--- config.mk ---
export PLATFORM = sky130hd
export DESIGN_NAME = evt_burst_gen
export DESIGN_NICKNAME = d
export VERILOG_FILES = /design/src/rtl/evt_burst_gen.sv
export SDC_FILE = /design/constraint.sdc
export NUM_CORES = 1
export LEC_CHECK = 0
export BUFFER_PORTS_ARGS = -buffer_cell sky130_fd_sc_hd__buf_2
export CORE_ASPECT_RATIO = 0.5
export CORE_MARGIN = 3
export CORE_UTILIZATION = 62
export CTS_BUF_LIST = sky130_fd_sc_hd__clkbuf_4 sky130_fd_sc_hd__clkbuf_8 sky130_fd_sc_hd__clkbuf_16
export CTS_CLUSTER_SIZE = 24
export DETAILED_ROUTE_END_ITERATION = 6
export HOLD_SLACK_MARGIN = 0.08
export PLACE_DENSITY = 0.84
export SLEW_MARGIN = 10
export SYNTH_ARGS = -nofsm -noshare
export SYNTH_HDL_FRONTEND = slang
export SYNTH_SLANG_ARGS = --single-unit
--- constraint.sdc ---
create_clock -name clk_in -period 6.6 [get_ports clk_in]
set_input_delay 1.32 -clock clk_in [delete_from_list [all_inputs] [get_ports clk_in]]
set_output_delay 1.32 -clock clk_in [all_outputs]
set_load 0.01 [all_outputs]
--- src/rtl/evt_burst_gen.sv ---
// Programmable event-burst generator: on start, emits N single-cycle strobes
// spaced P cycles apart, then pulses done_out. All outputs are registered.
module evt_burst_gen #(
  parameter  int MAX_COUNT  = 1024,
  parameter  int MAX_PERIOD = 65535,
  localparam int CW         = $clog2(MAX_COUNT + 1),
  localparam int PW         = $clog2(MAX_PERIOD + 1)
) (
  input  logic          clk_in,
  input  logic          rst_n_in,
  input  logic          start_in,
  input  logic [CW-1:0] count_in,
  input  logic [PW-1:0] period_in,
  input  logic          abort_in,
  output logic          evt_out,
  output logic [CW-1:0] evt_index_out,
  output logic          busy_out,
  output logic          done_out
);

  localparam logic [CW-1:0] MAX_CNT_C = CW'(MAX_COUNT);
  localparam logic [PW-1:0] MAX_PER_C = PW'(MAX_PERIOD);

  typedef enum logic [1:0] {IDLE, RUN, DONE} state_t;

  function automatic logic [CW-1:0] clamp_count(input logic [CW-1:0] c);
    return (c > MAX_CNT_C) ? MAX_CNT_C : c;
  endfunction

  function automatic logic [PW-1:0] clamp_period(input logic [PW-1:0] p);
    if (p == '0)
      return PW'(1);
    else if (p > MAX_PER_C)
      return MAX_PER_C;
    else
      return p;
  endfunction

  state_t        state, state_nxt;
  logic [CW-1:0] rem;
  logic [PW-1:0] cnt;
  logic [PW-1:0] per;
  logic [CW-1:0] n_eff;
  logic [PW-1:0] p_eff;
  logic          accept;
  logic          strobe_run;
  logic          evt_nxt;
  logic [CW-1:0] idx_nxt;
  logic          busy_nxt;
  logic          done_nxt;

  assign n_eff  = clamp_count(count_in);
  assign p_eff  = clamp_period(period_in);
  // DONE counts as idle so a start on the DONE edge chains bursts back-to-back.
  assign accept = (state != RUN) && start_in;
  // abort wins over a strobe falling due on the same edge.
  assign strobe_run = (state == RUN) && !abort_in && (rem != '0) && (cnt == '0);

  always_ff @(posedge clk_in or negedge rst_n_in) begin
    if (!rst_n_in)
      state <= IDLE;
    else
      state <= state_nxt;
  end

  always_comb begin
    state_nxt = IDLE;
    case (state)
      IDLE, DONE: begin
        if (accept)
          state_nxt = (n_eff == '0) ? DONE : RUN;
        else
          state_nxt = IDLE;
      end
      RUN: begin
        if (abort_in)
          state_nxt = IDLE;
        else if (rem == '0)
          state_nxt = DONE;
        else
          state_nxt = RUN;
      end
      default: state_nxt = IDLE;
    endcase
  end

  always_comb begin
    evt_nxt  = 1'b0;
    idx_nxt  = evt_index_out;
    busy_nxt = (state_nxt == RUN);
    done_nxt = (state_nxt == DONE);
    if (accept && (n_eff != '0)) begin
      evt_nxt = 1'b1;
      idx_nxt = '0;
    end else if (strobe_run) begin
      evt_nxt = 1'b1;
      idx_nxt = evt_index_out + CW'(1);
    end
  end

  always_ff @(posedge clk_in or negedge rst_n_in) begin
    if (!rst_n_in) begin
      evt_out       <= 1'b0;
      evt_index_out <= '0;
      busy_out      <= 1'b0;
      done_out      <= 1'b0;
    end else begin
      evt_out       <= evt_nxt;
      evt_index_out <= idx_nxt;
      busy_out      <= busy_nxt;
      done_out      <= done_nxt;
    end
  end

  // rem = strobes still to come after the current one; cnt = cycles to next strobe.
  always_ff @(posedge clk_in) begin
    if (accept && (n_eff != '0)) begin
      rem <= n_eff - CW'(1);
      cnt <= p_eff - PW'(1);
      per <= p_eff;
    end else if (strobe_run) begin
      rem <= rem - CW'(1);
      cnt <= per - PW'(1);
    end else if ((state == RUN) && (cnt != '0)) begin
      cnt <= cnt - PW'(1);
    end
  end

endmodule
==> results.tsv <==
stage	metric	value	unit
setup_path	largest stage delay on the critical path	700	ps
setup_path	R2R depth	7	
logic_synthesis	main combinational cell family by area after synthesis	simple AND/OR/NAND/NOR gates	
setup_path	Crit Path Max Fanout	34	
setup_path	RR Endpoint	cnt[12]	
sta	slew margin rel.	25.9	%
setup_path	flop-to-flop setup slack	3500	ps
placed_design	pre-CTS WS	1900	ps
logic_synthesis	synthesized flop and latch total	59	
power_and_ir_drop	power per unit of standard cell area	290	nW/um^2
setup_path	worst setup path category	in -> reg	
sta	final worst-path cycle share	67.7	%
final_layout	diode count	0	
setup_path	worst-path cell chain	buf_2, nor4_2, and4b_1, nand2b_4, clkinv_4, mux2i_1, inv_1, ha_1, nand4_1, xnor2_1	
hold_path	worst min-delay path class	reg -> reg	
sta	Slew @ Worst Pin	1110	ps
grt	wire length of the first global-routing pass	12600	um
logic_synthesis	Netlist cell types	53	
setup_path	crit path max-delay cell type	and4b_1	
logic_synthesis	Synth Area in Adders	1.10	%
run_status	outcome	complete, no violations	
logic_synthesis	count of flip-flops with a built-in enable after synthesis	43	
setup_path	CP Capture Point	cnt[12]	
logic_synthesis	Compound-Gate Fraction of Synth Area	13.7	%
logic_synthesis	Syn Nets	349	
die	die outline width	111	um
logic_synthesis	most common flop cell mapped by yosys	edfxtp_1	
detailed_routing	post-detailed-route DRC marker count	0	
detailed_routing	number of detailed-route iterations in the first pass	5	
sta	shortest period the worst path allows	4470	ps
power_and_ir_drop	Max VDD drop	0.000151	V
placed_design	detailed-placement wirelength estimate	5420	um
final_layout	fraction of layout cells with a size suffix above 1	24.6	%
grt	via count of the first global-routing pass	2604	
final_layout	sequential cell area in the final layout	1690	sq um
logic_synthesis	synthesized netlist cell count	315	
logic_synthesis	Yosys warning total	0	
clock_tree	clock latency on the worst-skew pair	340	ps
sta	RSZ-0062 raised after global routing	no	
clock_tree	Clk Tree Root Cell	clkbuf_8	
setup_path	arrival time reported for the critical path endpoint	4550	ps
setup_path	type of origin of the critical path	input pin	
placed_design	last weighted congestion value of the routability-driven placer	0.933	
clock_tree	CTS tree	built	
detailed_routing	vias after detailed routing	2698	
clock_tree	Clock Sinks	59	
placed_design	Cell Area, Placed	3550	sq um
clock_tree	number of gates given a new drive strength after cts	0	
setup_path	launching instance or port of the critical path	count_in[5]	
grt	antenna violations before repair	0	
final_layout	cell area after layout	3770	sq um
clock_tree	number of buffers between clock root and the deepest sink	2	
die	height of the chip	58.4	um
sta	final number of hold-violating endpoints	0	
die	effective utilization at floorplan	66.6	%
detailed_routing	drt total wl	7620	um
sta	final critical-path setup slack	2130	ps
detailed_routing	via-per-instance ratio	6.50	
detailed_routing	DRT antenna net count	0	
final_layout	number of inserted filler cells in the final layout	354	
final_layout	most common library cell in the layout ignoring fill and taps	buf_2	
clock_tree	number of H-tree levels	3	
grt	combined global-route utilization of all metal layers	24.8	%
die	number of placed I/O pins	45	
setup_path	startpoint of the worst register-to-register path	state[1]	
logic_synthesis	Avg Inst Size Synth	10.8	sq um
power_and_ir_drop	Leakage Power	1.38	nW
placed_design	count of port buffers added during placement	44	
logic_synthesis	area share of xor/xnor cells in the synthesized design	7.20	%
die	row count	18	
job	count of maximum capacitance violations	0	
detailed_routing	drt initial violations	196	
setup_path	crit end category	register	
sta	post-route clock skew	5.88	ps
logic_synthesis	FFs w/ async S/R, synth	27.1	%
setup_path	WP data required	6680	ps
clock_tree	number of buffers inserted by hold repair at cts	0	
sta	Max Freq	224	MHz
grt	final global-route overflow total	0	
grt	maximum number of pins on one net before global-route repair	35	
clock_tree	count of buffers added by post-CTS timing repair for setup	0	
clock_tree	clock edge transition at the registers on the reported setup and hold paths	70	ps
final_layout	most frequent cells in the layout	buf_2 (44), edfxtp_1 (43), nor3_1 (20)	
final_layout	synthesis-to-finish area growth	10.5	%
logic_synthesis	sequential fraction of the synthesis area	49.7	%
final_layout	area used by multi-input combinational logic	1510	sq um
clock_tree	total CTS buffers	9	
die	die footprint	6470	sq um
logic_synthesis	fraction of the mapped netlist area in simple logic gates	22.0	%
sta	post-route setup TNS	0	ps
die	area inside the core boundary	5110	sq um
final_layout	Layout Nets	374	
logic_synthesis	fraction of synthesized area in multiplexers	0.294	%
sta	Setup violations, final	0	
logic_synthesis	Mapped Area	3410	sq um
detailed_routing	wire per inst	18.4	um
sta	final-report max-slew violation count	0	
sta	worst hold margin	542	ps
==> cell usage after synthesis (all sizes together) (2+ instances only) <==
master / n / area, sq um
o21ai: 12 / 67.6
and3: 2 / 12.5
nand2b: 4 / 32.5
edfxtp: 43 / 1290
xor2: 11 / 96.3
a31oi: 13 / 81.3
nand4: 9 / 56.3
nor3b: 11 / 82.6
a221o: 3 / 30.0
ha: 3 / 37.5
nand3: 5 / 25.0
a22oi: 2 / 15.0
or3: 3 / 18.8
or4: 2 / 15.0
dfrtp: 16 / 400
buf: 11 / 92.6
nor2: 18 / 67.6
a21o: 2 / 15.0
xnor2: 17 / 149
nor3: 21 / 110
o211ai: 2 / 20.0
o21bai: 2 / 15.0
nor4: 17 / 209
nand2: 18 / 67.6
inv: 8 / 30.0
and2: 2 / 12.5
a21oi: 24 / 150
clkbuf: 20 / 75.1
==> worst max-delay path: cells and delay by family <==
family                     cells  cell delay (ps)
buffers and inverters          3              590
muxes                          1              450
xor gates and xnor gates       1               80
and+or+nand+nor                4             1740
adders and majority gates      1              340
==> layer usage <==
| layer | vias to the layer above | share of wire [%] | global-route usage [%] |
|---|---|---|---|
| met4 | 0 | 2.5 | 8.77 |
| met2 | 124 | 47 | 40.6 |
| met5 | - | 0 | 0 |
| li1 | 1221 | - | - |
| met1 | 1328 | 43 | 32.4 |
| met3 | 25 | 7.6 | 7.29 |
==> worst min path at each step <==
stage	cells past startpoint	start	to
final	2	evt_index_out[10]	evt_index_out[10]
after global routing	1	state[0]	state[1]
after CTS	1	state[0]	state[1]
after detailed placement	1	state[0]	state[1]
after global placement	1	state[0]	done_out
after floorplan	1	state[0]	done_out
==> layout make-up <==
type | count | share of cell area [%]
Clock buffer | 10 | 3.49
Clock inverter | 6 | 2.13
Inverter | 9 | 1.03
Multi-Input combinational cell | 216 | 40.1
Sequential cell | 59 | 44.9
Tap cell | 70 | 2.33
Timing Repair Buffer | 45 | 6.05
==> flip-flops by register name, indices dropped and copies added, names as in the netlist <==
signal / cells
rem: 11
done_out: 1
state: 2
per: 16
cnt: 16
evt_index_out: 11
evt_out: 1
busy_out: 1
==> kinds of logic (layout without fill, tap and decap cells) <==
group	count (synthesis)	after routing
fa+ha+maj	3	3
mux	1	1
compound gates	67	67
flops	59	59
buf+inv	40	70
simple gates	117	117
xor+xnor	28	28
==> through the flow <==
| step | std cells | util [%] | power [mW] |
|---|---|---|---|
| 6_report | 415 | 73.7 | 1.09 |
| 5_1_grt | 415 | 73.7 | 1.14 |
| 4_1_cts | 415 | 73.7 | 1.09 |
| 3_5_place_dp | 399 | 69.5 | 0.736 |
| 2_1_floorplan | 315 | - | 0.677 |
| 3_3_place_gp | 399 | 69.5 | 0.725 |
==> where the power goes <==
part           internal [mW]  switching [mW]  leakage [nW]
sequential             0.464          0.0299         0.631
clock                  0.214           0.144         0.113
combinational         0.0837           0.157         0.631
(Power assumes the default switching activity.)
